<file path="src/rtl/sdpb_stream_reader_pkg.sv">
// Shared definitions for the sample-RAM stream reader: default geometry
// of the 1024x18 simple dual-port sample RAM and the reader FSM states.
package sdpb_stream_reader_pkg;

  localparam int SDPB_ADDR_W     = 10;
  localparam int SDPB_DATA_W     = 18;
  localparam int SDPB_LEN_W      = 11;
  localparam int SDPB_FIFO_DEPTH = 4;

  typedef enum logic [1:0] {
    IDLE  = 2'd0,
    READ  = 2'd1,
    DRAIN = 2'd2,
    FIN   = 2'd3
  } rd_state_e;

endpackage

</file>
<file path="src/rtl/sdpb_rd_fifo.sv">
// Small synchronous FIFO that buffers RAM read data (plus last flag) ahead
// of the output stream. Flush has priority over push and pop.
module sdpb_rd_fifo #(
  parameter int DEPTH = 4,
  parameter int WIDTH = 19
) (
  input  logic                       clk,
  input  logic                       reset,
  input  logic                       push,
  input  logic [WIDTH-1:0]           push_data,
  input  logic                       pop,
  input  logic                       flush,
  output logic [WIDTH-1:0]           rd_data,
  output logic                       rd_valid,
  output logic [$clog2(DEPTH):0]     occ
);

  localparam int PTR_W = $clog2(DEPTH);
  localparam int OCC_W = PTR_W + 1;

  logic [WIDTH-1:0] mem_q [DEPTH];
  logic [WIDTH-1:0] mem_d [DEPTH];
  logic [PTR_W-1:0] wr_ptr_q, wr_ptr_d;
  logic [PTR_W-1:0] rd_ptr_q, rd_ptr_d;
  logic [OCC_W-1:0] occ_q, occ_d;
  logic             do_push, do_pop;

  assign do_pop   = pop && (occ_q != '0);
  assign do_push  = push && (occ_q < OCC_W'(DEPTH));
  assign rd_data  = mem_q[rd_ptr_q];
  assign rd_valid = (occ_q != '0);
  assign occ      = occ_q;

  // Next-state for storage, pointers and occupancy.
  always_comb begin
    // NOTE: every signal gets a default first so no path leaves it unassigned (no latches).
    mem_d    = mem_q;
    wr_ptr_d = wr_ptr_q;
    rd_ptr_d = rd_ptr_q;
    occ_d    = occ_q;
    if (flush) begin
      wr_ptr_d = '0;
      rd_ptr_d = '0;
      occ_d    = '0;
    end else begin
      if (do_push) begin
        mem_d[wr_ptr_q] = push_data;
        wr_ptr_d        = wr_ptr_q + PTR_W'(1);
      end
      if (do_pop) begin
        rd_ptr_d = rd_ptr_q + PTR_W'(1);
      end
      occ_d = occ_q + OCC_W'(do_push) - OCC_W'(do_pop);
    end
  end

  // State registers.
  always_ff @(posedge clk or posedge reset) begin
    if (reset) begin
      // NOTE: the storage is only a few flops, so it is reset to give a defined m_data after reset.
      mem_q    <= '{default: '0};
      wr_ptr_q <= '0;
      rd_ptr_q <= '0;
      occ_q    <= '0;
    end else begin
      // NOTE: sequential state uses non-blocking assignments only.
      mem_q    <= mem_d;
      wr_ptr_q <= wr_ptr_d;
      rd_ptr_q <= rd_ptr_d;
      occ_q    <= occ_d;
    end
  end

endmodule

</file>
<file path="src/rtl/sdpb_stream_reader.sv">
// Read-side controller for the sample RAM: on start, reads a burst from
// port B (wrapping modulo depth) and streams it out with valid/ready/last.
// A credit check against FIFO occupancy plus the in-flight read keeps the
// FIFO from overflowing under sink backpressure.
module sdpb_stream_reader
  import sdpb_stream_reader_pkg::*;
#(
  parameter int ADDR_W     = SDPB_ADDR_W,
  parameter int DATA_W     = SDPB_DATA_W,
  parameter int LEN_W      = SDPB_LEN_W,
  parameter int FIFO_DEPTH = SDPB_FIFO_DEPTH
) (
  input  logic              clk,
  input  logic              reset,
  input  logic              start,
  input  logic [ADDR_W-1:0] base_addr,
  input  logic [LEN_W-1:0]  length,
  input  logic              abort,
  output logic              busy,
  output logic              done,
  output logic [ADDR_W-1:0] ram_adb,
  output logic              ram_ceb,
  output logic              ram_oce,
  input  logic [DATA_W-1:0] ram_dout,
  output logic [DATA_W-1:0] m_data,
  output logic              m_valid,
  input  logic              m_ready,
  output logic              m_last
);

  localparam int OCC_W = $clog2(FIFO_DEPTH) + 1;

  rd_state_e         state_q, state_d;
  logic [ADDR_W-1:0] addr_q, addr_d;
  logic [LEN_W-1:0]  len_q, len_d;
  logic [LEN_W-1:0]  issue_cnt_q, issue_cnt_d;
  logic              inflight_q, inflight_d;
  logic              last_inflight_q, last_inflight_d;

  logic [OCC_W-1:0]  fifo_occ;
  logic [DATA_W:0]   fifo_rd;
  logic              fifo_flush, fifo_pop, fifo_valid;
  logic              credit_ok, final_issue;

  assign credit_ok   = (fifo_occ + OCC_W'(inflight_q)) < OCC_W'(FIFO_DEPTH);
  assign final_issue = (issue_cnt_q == len_q - LEN_W'(1));
  assign ram_adb     = addr_q;
  assign ram_oce     = 1'b1;
  assign m_valid     = fifo_valid;
  assign m_data      = fifo_rd[DATA_W-1:0];
  assign m_last      = fifo_valid & fifo_rd[DATA_W];
  assign fifo_pop    = m_valid && m_ready;

  // FSM next-state, read issue and status outputs.
  always_comb begin
    state_d     = state_q;
    addr_d      = addr_q;
    len_d       = len_q;
    issue_cnt_d = issue_cnt_q;
    ram_ceb     = 1'b0;
    busy        = 1'b0;
    done        = 1'b0;
    fifo_flush  = 1'b0;
    unique case (state_q)
      IDLE: begin
        if (start) begin
          addr_d      = base_addr;
          len_d       = length;
          issue_cnt_d = '0;
          state_d     = (length == '0) ? FIN : READ;
        end
      end
      READ: begin
        busy    = 1'b1;
        ram_ceb = !abort && (issue_cnt_q < len_q) && credit_ok;
        if (ram_ceb) begin
          addr_d      = addr_q + ADDR_W'(1);
          issue_cnt_d = issue_cnt_q + LEN_W'(1);
          if (final_issue) state_d = DRAIN;
        end
        if (abort) begin
          fifo_flush = 1'b1;
          state_d    = FIN;
        end
      end
      DRAIN: begin
        busy = 1'b1;
        if (abort) begin
          fifo_flush = 1'b1;
          state_d    = FIN;
        end else if (fifo_pop && m_last) begin
          state_d = FIN;
        end
      end
      FIN: begin
        done    = 1'b1;
        state_d = IDLE;
      end
      default: state_d = IDLE;
    endcase
    inflight_d      = ram_ceb;
    last_inflight_d = ram_ceb && final_issue;
  end

  // State and datapath registers.
  always_ff @(posedge clk or posedge reset) begin
    if (reset) begin
      state_q         <= IDLE;
      addr_q          <= '0;
      len_q           <= '0;
      issue_cnt_q     <= '0;
      inflight_q      <= 1'b0;
      last_inflight_q <= 1'b0;
    end else begin
      state_q         <= state_d;
      addr_q          <= addr_d;
      len_q           <= len_d;
      issue_cnt_q     <= issue_cnt_d;
      inflight_q      <= inflight_d;
      last_inflight_q <= last_inflight_d;
    end
  end

  // Read data lands one cycle after each issue; an abort flush discards it.
  sdpb_rd_fifo #(
    .DEPTH (FIFO_DEPTH),
    .WIDTH (DATA_W + 1)
  ) u_fifo (
    .clk       (clk),
    .reset     (reset),
    .push      (inflight_q),
    .push_data ({last_inflight_q, ram_dout}),
    .pop       (fifo_pop),
    .flush     (fifo_flush),
    .rd_data   (fifo_rd),
    .rd_valid  (fifo_valid),
    .occ       (fifo_occ)
  );

endmodule

</file>
<file path="config.mk">
export PLATFORM = sky130hd
export DESIGN_NAME = sdpb_stream_reader
export DESIGN_NICKNAME = d
export VERILOG_FILES = /design/src/rtl/sdpb_stream_reader_pkg.sv /design/src/rtl/sdpb_rd_fifo.sv /design/src/rtl/sdpb_stream_reader.sv
export SDC_FILE = /design/constraint.sdc
export NUM_CORES = 1
export LEC_CHECK = 0
export ABC_AREA = 0
export CORE_UTILIZATION = 45
export CTS_BUF_LIST = sky130_fd_sc_hd__clkbuf_2
export DETAILED_ROUTE_END_ITERATION = 10
export PLACE_DENSITY_LB_ADDON = 0.15
export SLEW_MARGIN = 10
export SYNTH_ARGS = -nofsm -noshare
export SYNTH_HDL_FRONTEND = slang
export SYNTH_SLANG_ARGS = --single-unit
export TNS_END_PERCENT = 5
</file>
<file path="constraint.sdc">
create_clock -name clk -period 4 [get_ports clk]
set_input_delay 0.6 -clock clk [delete_from_list [all_inputs] [get_ports clk]]
set_output_delay 0.6 -clock clk [all_outputs]
set_load 0.1 [all_outputs]
</file>
==> metrics, run 1 <==
crit-path leading delay family compound AO/OA/AOI/OAI gates; die height 119 um; total track usage 20.1%; status finished clean; Tcrit/Tclk final 92.6%; cells resized by post-CTS repair 0; Post-CTS Hold Buffers 0; Leakage Power 3.38 nW; endpoint type of the worst setup path output pin; crit-path max cell delay 0.47 ns; Vias/cell 5.36; Final Setup Violations 0; via count 4163; # DRC 0; H-Tree Level Count 4; Yosys cell types 53; simple-gate portion of the synthesized area 9.58%; Final Hold Viols 0; pin count of the biggest net entering global routing 72; CORE AREA 0.0132 mm2; EDFF count, synth 0; Initial Util 46.2%; Ports 78; die span in x 119 um; 1st-iter DRT viols 191; required time of the critical path 3.40 ns; GP Congestion 0.864; worst path cell trace inv_1 > ha_1 > a21o_1 > a21o_1 > a2111oi_1 > nand2_1 > nor2_1 > buf_4; vias in the first global route 4414; Syn-to-layout area delta 19.9%; num rows 42; synthesis-stage register bit count 119; post-synthesis xor/xnor area fraction 3.43%; nets 656; Rel. slew slack 32.2%; CP most frequent cell a21o_1; CTS Sinks 119; Max stage delay cell, worst path a2111oi_1; crit path time final 3.70 ns; CP Max Fanout 6; initial antenna violation count 1; adder-cell share of the synthesized area 5.43%; max cap viols 0; CTS clk-pin slew, worst paths 0.18 ns; filler instances 1173; first-pass GRT wire length 22000 um; M1 GR Usage 25.2%; syn_area_per_cell 12.2 um2; share of cells above drive strength 1 29.2%; Routed WL 12700 um; Layout Skew 0.0213 ns; 1st-pass router iterations 6; Routed WL per cell 16.4 um; CTS tree done; post-synthesis instance total 501; Worst Tran Pin Value 1.01 ns; worst skew pair latency 0.68 ns; worst setup path category flop to output pin; Die ar. 0.0141 mm2; CTS root buffer clkbuf_2; max frequency 270 MHz; post-route setup TNS 0 ns; Multi-input gate area 0.00297 mm2; PwrDens 867 mW/mm2; Reg2Reg Setup Slack 0.92 ns; worst path bufs/invs 2; mux cell area share after synthesis 23.5%; Synth Area in Compound Gates 6.48%; FF/Latch Area 0.00298 mm2; worst vdd ir 0.699 mV; Final Util 55.4%; DP Wirelength 9080 um; final global-route overflow total 0; Mapped Area 0.00612 mm2; met2 GRT Util 33.8%; Post-CTS Setup Bufs 0; sequential-to-total area share from yosys stat 48.6%; busiest grt layer met2; largest family of logic cells by synthesized area multiplexers; Num CTS Buffers 17; Slew Limit Fails 0; # port buffers 76; CP arrival 3.10 ns; YS warnings 0; Final ANT Viol Nets 0; GRT met3 Usage 4.39%; RSZ-0062 raised after global routing no; Synth Flop Type dfrtp_1; hold crit path type input port to asynchronous set/reset pin; maximum buffer depth of the clock tree 2; Post-synth ARST share 100%; syn nets 571; startpoint types flop
## cells in the mapped netlist, types with 2 or more instances
cell type,n,share of area (%)
nor2b_1,5,0.51
a21oi_1,22,1.8
nand3_1,14,1.1
mux2_2,87,16
or3_1,2,0.20
nand2b_1,2,0.20
a31oi_1,2,0.20
nor2_1,27,1.7
o2111ai_1,2,0.29
ha_1,25,5.1
a21o_1,2,0.25
inv_1,24,1.5
mux4_2,19,7.0
and3_1,3,0.31
nor3_1,6,0.49
and2_1,2,0.20
o21ai_0,12,0.98
dfrtp_1,119,49
nand4_1,3,0.31
buf_1,2,0.12
or4_4,2,0.37
o22ai_1,5,0.51
mux2i_1,3,0.49
xor2_1,4,0.57
o31ai_1,2,0.25
clkbuf_1,16,0.98
a211oi_1,3,0.37
and4_1,2,0.29
nand2_1,33,2.0
nor4_1,9,0.92
xnor2_1,20,2.9
## cell families (layout without fill, tap and decap cells)
logic type / after synthesis / in the layout
AO/OA/AOI/OAI: 62 / 62
XOR/XNOR: 24 / 24
adder cells (fa/ha/maj): 26 / 26
buffers and inverters: 44 / 142
flip-flops: 119 / 119
multiplexers: 109 / 109
other: 1 / 2
AND/OR/NAND/NOR: 116 / 116
## layout by cell type, fill, tap and decap left out, types with 3 or more instances in the layout
cell | netlist | layout
xnor2_1 | 20 | 20
nor2_1 | 27 | 27
nand4_1 | 3 | 3
inv_1 | 24 | 23
a21oi_1 | 22 | 22
clkinv_1 | 0 | 3
nand3_1 | 14 | 14
dfrtp_1 | 119 | 119
o21ai_0 | 12 | 11
nor2b_1 | 5 | 5
bufinv_16 | 0 | 5
clkinv_2 | 0 | 3
clkbuf_2 | 0 | 17
and3_1 | 3 | 3
nand2_1 | 33 | 33
clkdlybuf4s50_1 | 0 | 56
nor4_1 | 9 | 9
a211oi_1 | 3 | 3
xor2_1 | 4 | 4
mux2i_1 | 3 | 3
mux4_2 | 19 | 19
nor3_1 | 6 | 6
ha_1 | 25 | 25
buf_4 | 1 | 30
mux2_2 | 87 | 87
o22ai_1 | 5 | 5
## where the power goes
part | leakage, nW | switching [mW] | internal [mW]
clock network | 0.166 | 0.454 | 0.465
logic | 1.66 | 2.34 | 1.16
registers | 1.56 | 0.366 | 1.58
## state kept, by name (all words and copies together) (netlist names)
register,count
inflight_q,1
issue_cnt_q,11
last_inflight_q,1
len_q,11
ram_adb,10
state_q,2
u_fifo.mem_q,76
u_fifo.occ,3
u_fifo.rd_ptr_q,2
u_fifo.wr_ptr_q,2
## worst register-to-register path, stage by stage, from the launching register on
cell and delay [ns]:
dfrtp_1 0.47, inv_1 0.10, ha_1 0.23, nor4b_2 0.53, xor2_1 0.22, and4_1 0.21, o2111ai_1 0.11, or4_4 0.57
o31ai_4 0.24, o21ai_1 0.12, a22oi_1 0.21
## final timing paths
kind,start,to,cells after the start
min reg2reg,u_fifo.mem_q[45],u_fifo.mem_q[45],1
min,reset,u_fifo.mem_q[20],2
min in group clk,u_fifo.mem_q[45],u_fifo.mem_q[45],1
max reg2reg,len_q[1],state_q[0],10
max in group asynchronous,reset,u_fifo.mem_q[36],3
max,len_q[8],ram_ceb,8
## metal layers
layer / vias to the layer above / part of all wire, %
li1: 1981 / -
met5: - / 0
met1: 2089 / 45
met2: 77 / 50
met4: 0 / 1.6
met3: 16 / 2.9
## final cells by class
class                           count  area share (%)
Antenna cell                        1          0.0341
Clock inverter                     15            2.85
Inverter                           24            1.26
Sequential cell                   119            40.6
Clock buffer                       17            1.16
Tap cell                          176            3.00
Timing Repair Buffer               86            10.7
Multi-Input combinational cell    338            40.4
## stage by stage
stage | hold WS, ns | setup slack (ns) | std cells | power [mW] | cell area, um2
floorplan | 0.474 | 0.243 | 501 | 4.75 | 6120
global placement | 0.482 | 1.08 | 743 | 5.40 | 7040
detailed placement | 0.489 | 1.02 | 743 | 5.49 | 7040
CTS | 0.414 | 0.236 | 775 | 6.42 | 7340
global route | 0.446 | 0.0423 | 776 | 6.75 | 7340
finish | 0.441 | 0.297 | 776 | 6.37 | 7340
No activity file was read; power rests on OpenSTA's default activity.
==> run 2: changes to the inputs <==
--- a/config.mk
+++ b/config.mk
@@ -5,7 +5,7 @@
 export SDC_FILE = /design/constraint.sdc
 export NUM_CORES = 1
 export LEC_CHECK = 0
-export ABC_AREA = 0
+export ABC_AREA = 1
 export CORE_UTILIZATION = 45
 export CTS_BUF_LIST = sky130_fd_sc_hd__clkbuf_2
 export DETAILED_ROUTE_END_ITERATION = 10
==> run 2 against run 1 <==
Final cell count up 37%. Sequential power decreased by 3%. Power rose by 3.1%. Clock-buffer cell count grew 3. Cell area increased by 2.1%. Area after synthesis up 4.1%. Critical path depth down 5. Non-clock buffer count is 1 lower.
==> metrics, run 2 <==
post-route setup TNS 0 ns; sequential-to-total area share from yosys stat 46.7%; Mapped Area 0.00638 mm2; # port buffers 76; Synth top cells by count nand2_1, o21ai_0, dfrtp_1; reg-to-reg endpoint ram_adb[3]; startpoint types flop; H-Tree Level Count 4; vias in the first global route 5408; die span in x 121 um; worst vdd ir 0.531 mV; hold slack 0.428 ns; hold crit path type input port to asynchronous set/reset pin; syn_area_per_cell 7.92 um2; # DRC 0; CTS root buffer clkbuf_2; CP Capture Point busy; Layout Skew 0.0255 ns; Synth Flop Type dfrtp_1; Largest Register u_fifo.mem_q; post-synthesis instance total 805; CTS tree done; final global-route overflow total 0; required time of the critical path 3.40 ns; Slew Limit Fails 0; via count 5544; Yosys cell types 37; cells resized by post-CTS repair 0; EDFF count, synth 0; CTS Sinks 119; pin count of the biggest net entering global routing 67; Post-synth ARST share 100%; Leakage Power 3.57 nW; status finished clean; 1st-pass router iterations 5; CORE AREA 0.0138 mm2; maximum buffer depth of the clock tree 2; Vias/cell 5.23; Post-CTS Hold Buffers 0; Final Setup Violations 0; post-synth top area share 46.7%; most frequent cells in the layout nand2_1, o21ai_0, dfrtp_1; share of cells above drive strength 1 7.95%; worst skew pair latency 0.69 ns; endpoint type of the worst setup path output pin; max FFs per register 76; Num CTS Buffers 17; worst setup path category flop to output pin; Die ar. 0.0147 mm2; die height 121 um; num rows 43; Tcrit/Tclk final 84.7%; Post-CTS Setup Bufs 0; YS warnings 0; Final ANT Viol Nets 0; Syn-to-layout area delta 17.5%; crit path time final 3.39 ns; Initial Util 46.1%; Worst Tran Pin Value 0.973 ns; count leader, synth nand2_1; GP Congestion 0.926; top cells by area, synth dfrtp_1, nand2_1, o21ai_0; Worst R2R Path Depth 9; PwrDens 876 mW/mm2; RSZ-0062 raised after global routing no; initial antenna violation count 0; Reg2Reg Setup Slack 1.49 ns; Routed WL 15200 um; CP Max Fanout 6; 1st-iter DRT viols 505; max cap viols 0; syn nets 875; RR Startpoint state_q[1]; CTS clk-pin slew, worst paths 0.17 ns; Final Hold Viols 0; Worst Setup SP state_q[0]; nets 940; total track usage 22.2%; synthesis-stage register bit count 119; CP arrival 2.79 ns; first-pass GRT wire length 25400 um; diode count 0; biggest regs u_fifo.mem_q x76, issue_cnt_q x11, len_q x11; Synth area leader dfrtp_1; Routed WL per cell 14.3 um; commonest non-fill, non-tap cell in the layout nand2_1; max frequency 295 MHz; DP Wirelength 10400 um; Rel. slew slack 34.9%; Ports 78
==> run 2: how the worst min path moves through the flow <==
stage          slack [ns]          endpoint
6_report             0.43        ram_adb[2]
5_1_grt              0.40        ram_adb[7]
4_1_cts              0.40        ram_adb[7]
3_5_place_dp         0.47  u_fifo.mem_q[44]
3_3_place_gp         0.46  u_fifo.mem_q[24]
2_1_floorplan        0.45  u_fifo.mem_q[19]
==> run 2: area by class of cell <==
class / instances / area [um2]
Fill cell: 1319 / 6330
Multi-Input combinational cell: 567 / 2930
Sequential cell: 119 / 2980
Tap cell: 180 / 225
Inverter: 80 / 303
Clock buffer: 20 / 100
Clock inverter: 10 / 154
Timing Repair Buffer: 85 / 803
==> run 2: logic make-up (layout without fill, tap and decap cells) <==
logic type	count (synthesis)	count (layout)	synth area share [%]
DFF	119	119	46.7
buffers and inverters	119	195	7.45
adders and majority gates	26	26	5.22
other	1	1	0.0588
xor gates and xnor gates	20	20	2.75
and+or+nand+nor	334	334	22.2
AOI/OAI and AO/OA	186	186	15.7
==> run 2: per-layer routing <==
layer / up-vias / GRT usage [%] / share of wire [%]
met2: 133 / 39.3 / 50
li1: 2769 / - / -
met4: 0 / 7.72 / 1.2
met1: 2626 / 26.9 / 45
met3: 16 / 4.42 / 3.8
met5: - / 0 / 0
==> run 2: metrics by stage <==
step | setup slack (ns) | area [um2] | std cells | total power [mW] | util [%]
finish | 0.614 | 7490 | 1061 | 6.56 | 54.2
global route | 0.373 | 7490 | 1061 | 7.01 | 54.2
CTS | 0.486 | 7490 | 1061 | 6.60 | 54.2
floorplan | 0.243 | 6380 | 805 | 4.92 | -
detailed placement | 1.29 | 7240 | 1031 | 5.74 | 52.3
global placement | 1.34 | 7240 | 1031 | 5.66 | 52.3
==> run 2: worst max-delay path: stages, from the launching register on <==
cell,delay (ns)
dfrtp_1,0.48
inv_1,0.12
ha_1,0.35
clkdlybuf4s50_1,1.14
==> run 2: report_power, final <==
part / switching [mW] / total, mW / leakage, nW / internal [mW]
logic: 2.85 / 3.82 / 1.85 / 0.969
clock network: 0.441 / 0.849 / 0.155 / 0.408
registers: 0.305 / 1.89 / 1.56 / 1.59
